[src/rtl/instruction_encoder_pkg.sv]
// Shared definitions for the instruction encoder: field widths, format codes,
// FSM state encoding, address step and the registered request payload.
package instruction_encoder_pkg;

    localparam int unsigned XLEN  = 64;
    localparam int unsigned ILEN  = 32;
    localparam int unsigned FMT_W = 2;
    localparam int unsigned OPC_W = 7;
    localparam int unsigned F3_W  = 3;
    localparam int unsigned REG_W = 5;
    localparam int unsigned ERR_W = 8;

    localparam logic [FMT_W-1:0] FMT_I   = 2'b00;
    localparam logic [FMT_W-1:0] FMT_S   = 2'b01;
    localparam logic [FMT_W-1:0] FMT_SB  = 2'b11;
    localparam logic [FMT_W-1:0] FMT_BAD = 2'b10;

    localparam logic [XLEN-1:0] ADDR_STEP = 64'd4;

    typedef enum logic [1:0] {
        ST_IDLE = 2'b00,
        ST_ENC  = 2'b01,
        ST_OUT  = 2'b10
    } state_e;

    // Request fields captured on accept
    typedef struct packed {
        logic [FMT_W-1:0] fmt;
        logic [OPC_W-1:0] opcode;
        logic [F3_W-1:0]  funct3;
        logic [REG_W-1:0] rd;
        logic [REG_W-1:0] rs1;
        logic [REG_W-1:0] rs2;
        logic [XLEN-1:0]  imm;
    } enc_req_t;

endpackage

[src/rtl/instruction_encoder_imm_range_check.sv]
// imm_range_check: combinational immediate range/format legality check.
// Ports:
//   fmt - instruction format code
//   imm - 64-bit signed immediate (byte offset for SB)
//   ok  - 1 when the immediate fits the format and the format is supported
module imm_range_check
    import instruction_encoder_pkg::*;
(
    input  logic [FMT_W-1:0] fmt,
    input  logic [XLEN-1:0]  imm,
    output logic             ok
);

    logic fits12;
    logic fits13;
    logic unused_imm_mid;

    // Upper bits must be pure sign extension of the encodable field
    assign fits12 = (&imm[XLEN-1:11]) | ~(|imm[XLEN-1:11]);
    assign fits13 = (&imm[XLEN-1:12]) | ~(|imm[XLEN-1:12]);

    // Middle bits never affect legality
    assign unused_imm_mid = ^imm[10:1];

    always_comb begin
        ok = 1'b0;
        case (fmt)
            FMT_I, FMT_S: ok = fits12;
            FMT_SB:       ok = fits13 & ~imm[0];
            default:      ok = 1'b0;
        endcase
    end

endmodule

[src/rtl/instruction_encoder.sv]
// instruction_encoder: accepts one I/S/SB request at a time, encodes it into a
// 32-bit instruction word and presents it with its byte address; illegal
// requests are dropped with an error pulse and a saturating error count.
// Ports:
//   clk, reset            - clock, async active-high reset
//   in_valid / in_ready   - request handshake
//   fmt, opcode, funct3,
//   rd, rs1, rs2, imm     - request fields
//   out_valid / out_ready - output word handshake
//   instr, addr           - encoded word and its byte address
//   err_pulse, err_count  - rejected-request pulse and saturating count
module instruction_encoder
    import instruction_encoder_pkg::*;
#(
    parameter logic [XLEN-1:0] BASE_ADDR = 64'h0
) (
    input  logic             clk,
    input  logic             reset,
    input  logic             in_valid,
    output logic             in_ready,
    input  logic [FMT_W-1:0] fmt,
    input  logic [OPC_W-1:0] opcode,
    input  logic [F3_W-1:0]  funct3,
    input  logic [REG_W-1:0] rd,
    input  logic [REG_W-1:0] rs1,
    input  logic [REG_W-1:0] rs2,
    input  logic [XLEN-1:0]  imm,
    output logic             out_valid,
    input  logic             out_ready,
    output logic [ILEN-1:0]  instr,
    output logic [XLEN-1:0]  addr,
    output logic             err_pulse,
    output logic [ERR_W-1:0] err_count
);

    state_e           state_q, state_d;
    enc_req_t         req_q, req_d;
    logic [ILEN-1:0]  instr_q, instr_d;
    logic [XLEN-1:0]  addr_q, addr_d;
    logic [ERR_W-1:0] err_cnt_q, err_cnt_d;
    logic             err_pulse_q, err_pulse_d;
    logic             out_valid_q, out_valid_d;
    logic             in_ready_q, in_ready_d;
    logic [ILEN-1:0]  enc_word;
    logic             range_ok;

    imm_range_check u_range (
        .fmt (req_q.fmt),
        .imm (req_q.imm),
        .ok  (range_ok)
    );

    // Encoding mux on the captured request
    always_comb begin
        enc_word = '0;
        case (req_q.fmt)
            FMT_I:   enc_word = {req_q.imm[11:0], req_q.rs1, req_q.funct3,
                                 req_q.rd, req_q.opcode};
            FMT_S:   enc_word = {req_q.imm[11:5], req_q.rs2, req_q.rs1,
                                 req_q.funct3, req_q.imm[4:0], req_q.opcode};
            FMT_SB:  enc_word = {req_q.imm[12], req_q.imm[10:5], req_q.rs2,
                                 req_q.rs1, req_q.funct3, req_q.imm[4:1],
                                 req_q.imm[11], req_q.opcode};
            default: enc_word = '0;
        endcase
    end

    // Next-state and datapath updates
    always_comb begin
        state_d     = state_q;
        req_d       = req_q;
        instr_d     = instr_q;
        addr_d      = addr_q;
        err_cnt_d   = err_cnt_q;
        err_pulse_d = 1'b0;

        case (state_q)
            ST_IDLE: begin
                if (in_valid) begin
                    req_d.fmt    = fmt;
                    req_d.opcode = opcode;
                    req_d.funct3 = funct3;
                    req_d.rd     = rd;
                    req_d.rs1    = rs1;
                    req_d.rs2    = rs2;
                    req_d.imm    = imm;
                    state_d      = ST_ENC;
                end
            end
            ST_ENC: begin
                if (range_ok) begin
                    instr_d = enc_word;
                    state_d = ST_OUT;
                end else begin
                    err_pulse_d = 1'b1;
                    if (err_cnt_q != {ERR_W{1'b1}}) begin
                        err_cnt_d = err_cnt_q + ERR_W'(1);
                    end
                    state_d = ST_IDLE;
                end
            end
            ST_OUT: begin
                // Word and address hold until the consumer takes them
                if (out_ready) begin
                    addr_d  = addr_q + ADDR_STEP;
                    state_d = ST_IDLE;
                end
            end
            default: state_d = ST_IDLE;
        endcase

        out_valid_d = (state_d == ST_OUT);
        in_ready_d  = (state_d == ST_IDLE);
    end

    // State and output registers
    always_ff @(posedge clk or posedge reset) begin
        if (reset) begin
            state_q     <= ST_IDLE;
            req_q       <= '0;
            instr_q     <= '0;
            addr_q      <= BASE_ADDR;
            err_cnt_q   <= '0;
            err_pulse_q <= 1'b0;
            out_valid_q <= 1'b0;
            in_ready_q  <= 1'b1;
        end else begin
            state_q     <= state_d;
            req_q       <= req_d;
            instr_q     <= instr_d;
            addr_q      <= addr_d;
            err_cnt_q   <= err_cnt_d;
            err_pulse_q <= err_pulse_d;
            out_valid_q <= out_valid_d;
            in_ready_q  <= in_ready_d;
        end
    end

    assign in_ready  = in_ready_q;
    assign out_valid = out_valid_q;
    assign instr     = instr_q;
    assign addr      = addr_q;
    assign err_pulse = err_pulse_q;
    assign err_count = err_cnt_q;

endmodule
[config.mk]
export PLATFORM = sky130hd
export DESIGN_NAME = instruction_encoder
export DESIGN_NICKNAME = d
export VERILOG_FILES = /design/src/rtl/instruction_encoder_pkg.sv /design/src/rtl/instruction_encoder_imm_range_check.sv /design/src/rtl/instruction_encoder.sv
export SDC_FILE = /design/constraint.sdc
export NUM_CORES = 1
export LEC_CHECK = 0
export ABC_AREA = 1
export CAP_MARGIN = 0
export CORE_ASPECT_RATIO = 0.9
export CORE_MARGIN = 2
export CORE_UTILIZATION = 46
export DETAILED_ROUTE_END_ITERATION = 8
export PLACE_DENSITY = 0.85
export SYNTH_ARGS = -nofsm -noshare
export SYNTH_HDL_FRONTEND = slang
export SYNTH_SLANG_ARGS = --single-unit
export TNS_END_PERCENT = 1
[constraint.sdc]
create_clock -name clk -period 6.8 [get_ports clk]
set_input_delay 1.36 -clock clk [delete_from_list [all_inputs] [get_ports clk]]
set_output_delay 1.36 -clock clk [all_outputs]
set_load 0.02 [all_outputs]
* Word-level counts from Yosys, hierarchy flattened
Index checks and enable logic that the tools add are counted.
** Storage, ports and cells
- Register bits after elaboration :: 200
- Input port bits :: 95
- Output and inout bits :: 107
** Operators by class
- Bitwise logic cells :: 7
- Multiplexer cells :: 8
- Equality and inequality tests :: 6
- Add/subtract/negate cells :: 2
- Reduce and logical (&&, ||, !) cells :: 12
** Operators with widths (number)
- $pmux 32 s3 :: 1
- $add 64x3->64 const B :: 1
- $reduce_and 53->1 :: 1
- $reduce_or 53->1 :: 1
- $reduce_and 52->1 :: 1
- $reduce_or 52->1 :: 1
- $add 8x1->8 const B :: 1
- $ne 8x8->1 const B :: 1
- $eq 2x2->1 const B :: 3
- $logic_not 2->1 :: 3
- $mux 2 :: 3
- $pmux 2 s3 :: 1
- $reduce_and 2->1 :: 3
- $eq 2x1->1 const B :: 2
- $not 1->1 :: 4
- $reduce_and 3->1 :: 1
- $mux 1 :: 2
- $or 1x1->1 :: 2
- $pmux 1 s2 :: 1
- $reduce_or 2->1 :: 1
- $and 1x1->1 :: 1

* Depth between registers and ports, before layout
- Depth after elaboration :: 8
- Gate-level depth with buffers :: 15
- Mapped depth without buffers :: 13

* Cells and area by module
Synthesis repeated with hierarchy kept, for this count alone.
** Second synthesis, totals
- Cells, all modules :: 1225
- Area, all modules :: 9492.9 um2
** By module, submodules not included
- instruction_encoder :: times used 1, area an instance 8846.0 um2, cells each 1059
- imm_range_check :: times used 1, area an instance 646.9 um2, cells each 166

* Least setup slack after synthesis
No wires, ideal clock.
- Kind :: input port to flip-flop
- Start :: input out_ready
- End :: register addr_q[57], in the netlist addr[57]
- Library setup time :: 0.118 ns
- Arrival :: 2.373 ns
- Path buffers :: 0
- Cell stages on the path :: 10
- Path slack :: 4.308 ns
- Cells stage by stage :: nand3_4 > nor2_4 > nand2_2 > nor2_4 > nand3_2 > nor2_4 > nand2_1 > nor2_1 > xor2_1 > inv_1
** Between the ends
- Word-level cells in the longest chain between the ends :: 1
** RTL lines
- start, declared :: RTL line instruction_encoder.sv:29 : input logic out_ready,
- $reduce_and 2->1 (no source line)
- end signal, assigned :: RTL line instruction_encoder.sv:131 : addr_q <= addr_d;
- end, declared :: RTL line instruction_encoder.sv:39 : logic [XLEN-1:0] addr_q, addr_d;
Every way passes these cells.
A chain may end at the register's enable or synchronous reset.

* Worst setup path after layout
- Start :: input in_valid
- End :: register req_q[90] (netlist name)
** Between the ends
- Word-level cells in the longest chain between the ends :: 1
** RTL lines
- start, declared :: RTL line instruction_encoder.sv:19 : input logic in_valid,
- $reduce_and 2->1 (no source line)
- end signal, assigned :: RTL line instruction_encoder.sv:129 : req_q <= req_d;
- end, declared :: RTL line instruction_encoder.sv:37 : enc_req_t req_q, req_d;
Every way passes these cells.

==> impl_results.md <==
- Status: completed
- Clk slew on worst S/H paths: 0.08 ns
- Final setup viols: 0
- Dpl cells: 1,577
- Cts repair resizes: 0
- CP Cell Sequence: clkdlybuf4s50_1 > nand3_4 > inv_2 > buf_4 > nand2_1 > o21ai_0
- Die Area: 21,800 um2
- Max Cap Violations: 0
- Total gr overflow: 0
- First-pass GRT wire length: 40.3 mm
- Final Hold Fails: 0
- Kind of critical path: primary input to flip-flop
- Antenna viol nets, final: 0
- Asr flop ratio synth: 1.00
- Number of buffers created by CTS: 17
- Post-Syn Area: 9480 um2
- Critical Path Max Stage Delay: 0.84 ns
- Die height: 140 um
- DRC: 0
- Min Tclk post-route: 4.02 ns
- Starting Density: 0.471
- Slew @ Worst Pin: 0.983 ns
- Top cells by count, synth: nand2_1, dfrtp_1, nor2_1
- Die X: 155 um
- Clk_lat worst skew: 0.44 ns
- Largest net degree at the start of global routing: 136
- CP arrival: 4.36 ns
- Top cell type by total area after synthesis: dfrtp_1
- Share of cells above drive strength 1: 0.0827
- Max Fclk: 249 MHz
- Hold Path Class: flip-flop to flip-flop
- Synth cell types: 38
- Via count: 8,133
- Slew headroom: 0.345
- Boundary pin count: 202
- Clock root cell: clkbuf_16
- Net count, final: 1,438
- Max H-tree Level: 4
- Worst VDD drop: 178 uV
- Count leader, synth: nand2_1
- Post-Route WL: 24.5 mm
- Top cells by area, synth: dfrtp_1, nand2_1, nor2_1, inv_1, xor2_1
- Post-Layout Cell Count: 1,611
- Worst Path Required: 7.14 ns
- Area share of the largest cell type after synthesis: 0.520
- Hold-fix buffers, CTS: 0
- CP Launch Type: primary input
- Reg2reg path depth: 6
- Vias in the first global route: 7,894
- Core ar.: 20,100 um2
- TritonCTS clock tree: done
- Area grow syn2layout: 29.8%
- Max clock buf depth: 2
- Worst slack at placement: 2.38 ns
- Final WS setup: 2.78 ns
- Sequential area share after synthesis: 0.523
- Critical-path top delay cell: inv_2
- Vias per cell: 5.05
- Global placer's final weighted congestion: 0.900
- Gr usage total: 0.233
- Wire length per cell: 15.2 um
- Postcts setup bufs: 0
- Final period utilization: 0.590
- Post-Syn Instances: 1,150
- Synthesis Warnings: 0
- RSZ-0062 raised after global routing: false
- Pleak: 6.04 nW
- Slew Limit Fails: 0
- Cell Pwr Density: 225 nW/um2
- Setup Skew: 0.0173 ns
- Power after layout: 2.77 mW
- Mapped Avg Cell Area: 8.24 um2
- Post-DP HPWL: 17.4 mm
- Initial drt markers: 697
- Row count: 49
- Crit. End Element: flip-flop
- Top FF cell, synth: dfrtp_1
- Number of synthesized register bits: 198
- WHS Path Cells: 1
- Setup_tns: 0 ns
- Number of enable flip-flop cells after synthesis: 0
- Max FO, Critical Path: 87
- Initial antenna violation count: 2
- DRT Pass-1 Iters: 6
- Sink Count: 198
- Port buffer count: 199
==> per-layer routing <==
layer	up-vias	part of all wire	routed length [um]	GRT usage
met5	-	0	0	0
met3	21	0.077	1880	0.0588
li1	3950	-	-	-
met2	307	0.47	11500	0.373
met1	3855	0.44	10800	0.321
met4	0	0.012	293	0.0575
==> power by group <==
| part | internal, mW | switching (mW) |
|---|---|---|
| Combinational | 0.151 | 0.189 |
| Clock | 0.569 | 0.510 |
| Sequential | 1.27 | 0.0823 |
| Total | 1.99 | 0.781 |
==> worst paths after layout <==
path,slack [ns],to,start
worst min register to register,0.48,addr[63],addr[63]
max in group asynchronous,4.00,addr[21],reset
worst max-delay path,2.78,req_q[90],in_valid
worst min-delay path,0.48,addr[63],addr[63]
worst max register to register,3.64,req_q[90],state_q[0]
min in group asynchronous,1.46,err_count[4],reset
==> metrics by stage <==
| stage | hold slack [ns] | area, um2 | utilization |
|---|---|---|---|
| after floorplan | 0.449 | 9480 | - |
| after global placement | 0.455 | 11700 | 0.580 |
| after detailed placement | 0.462 | 11700 | 0.580 |
| after CTS | 0.477 | 12300 | 0.611 |
| after global routing | 0.496 | 12300 | 0.611 |
| final | 0.476 | 12300 | 0.611 |
==> critical path: cells and delay by family <==
kind | cells | cell delay, ns
AOI/OAI and AO/OA | 1 | 0.13
buffers and inverters | 3 | 1.97
and+or+nand+nor | 2 | 0.84
==> layout by cell type (no fill, tap or decap), drive strengths merged, types with 2 or more instances in the layout <==
master / n
nand2: 491
nand3b: 2
and3: 2
inv: 110
clkinv: 2
nor3: 29
nand3: 37
diode: 2
buf: 3
clkdlybuf4s50: 199
dfrtp: 197
nand4: 25
clkbuf: 17
a22oi: 9
nor4: 2
o21ai: 38
nor2: 111
nor3b: 3
o22ai: 2
conb: 2
xor2: 39
bufinv: 2
ha: 2
xnor2: 25
==> state kept, by name, summed over array words and instances (netlist names) <==
signal / flops
req_q: 91
out_valid: 1
in_ready: 1
instr: 32
state_q: 2
err_pulse: 1
addr: 62
err_count: 8
==> cell type report <==
type / instances / area (um2)
clock inverter: 15 / 203
multi-input combinational: 822 / 3990
timing repair buffer: 202 / 2010
fill: 1692 / 7810
inverter: 100 / 383
tap: 255 / 319
antenna: 2 / 5.00
sequential: 198 / 4960
clock buffer: 17 / 425
==> logic make-up after synthesis <==
family | share of synthesized area
xor+xnor | 0.0591
compound gates | 0.0382
fa+ha+maj | 0.00264
buf+inv | 0.0576
simple gates | 0.319
other cells | 0.000396
flops | 0.523
Power figures use the tool's default switching activity.
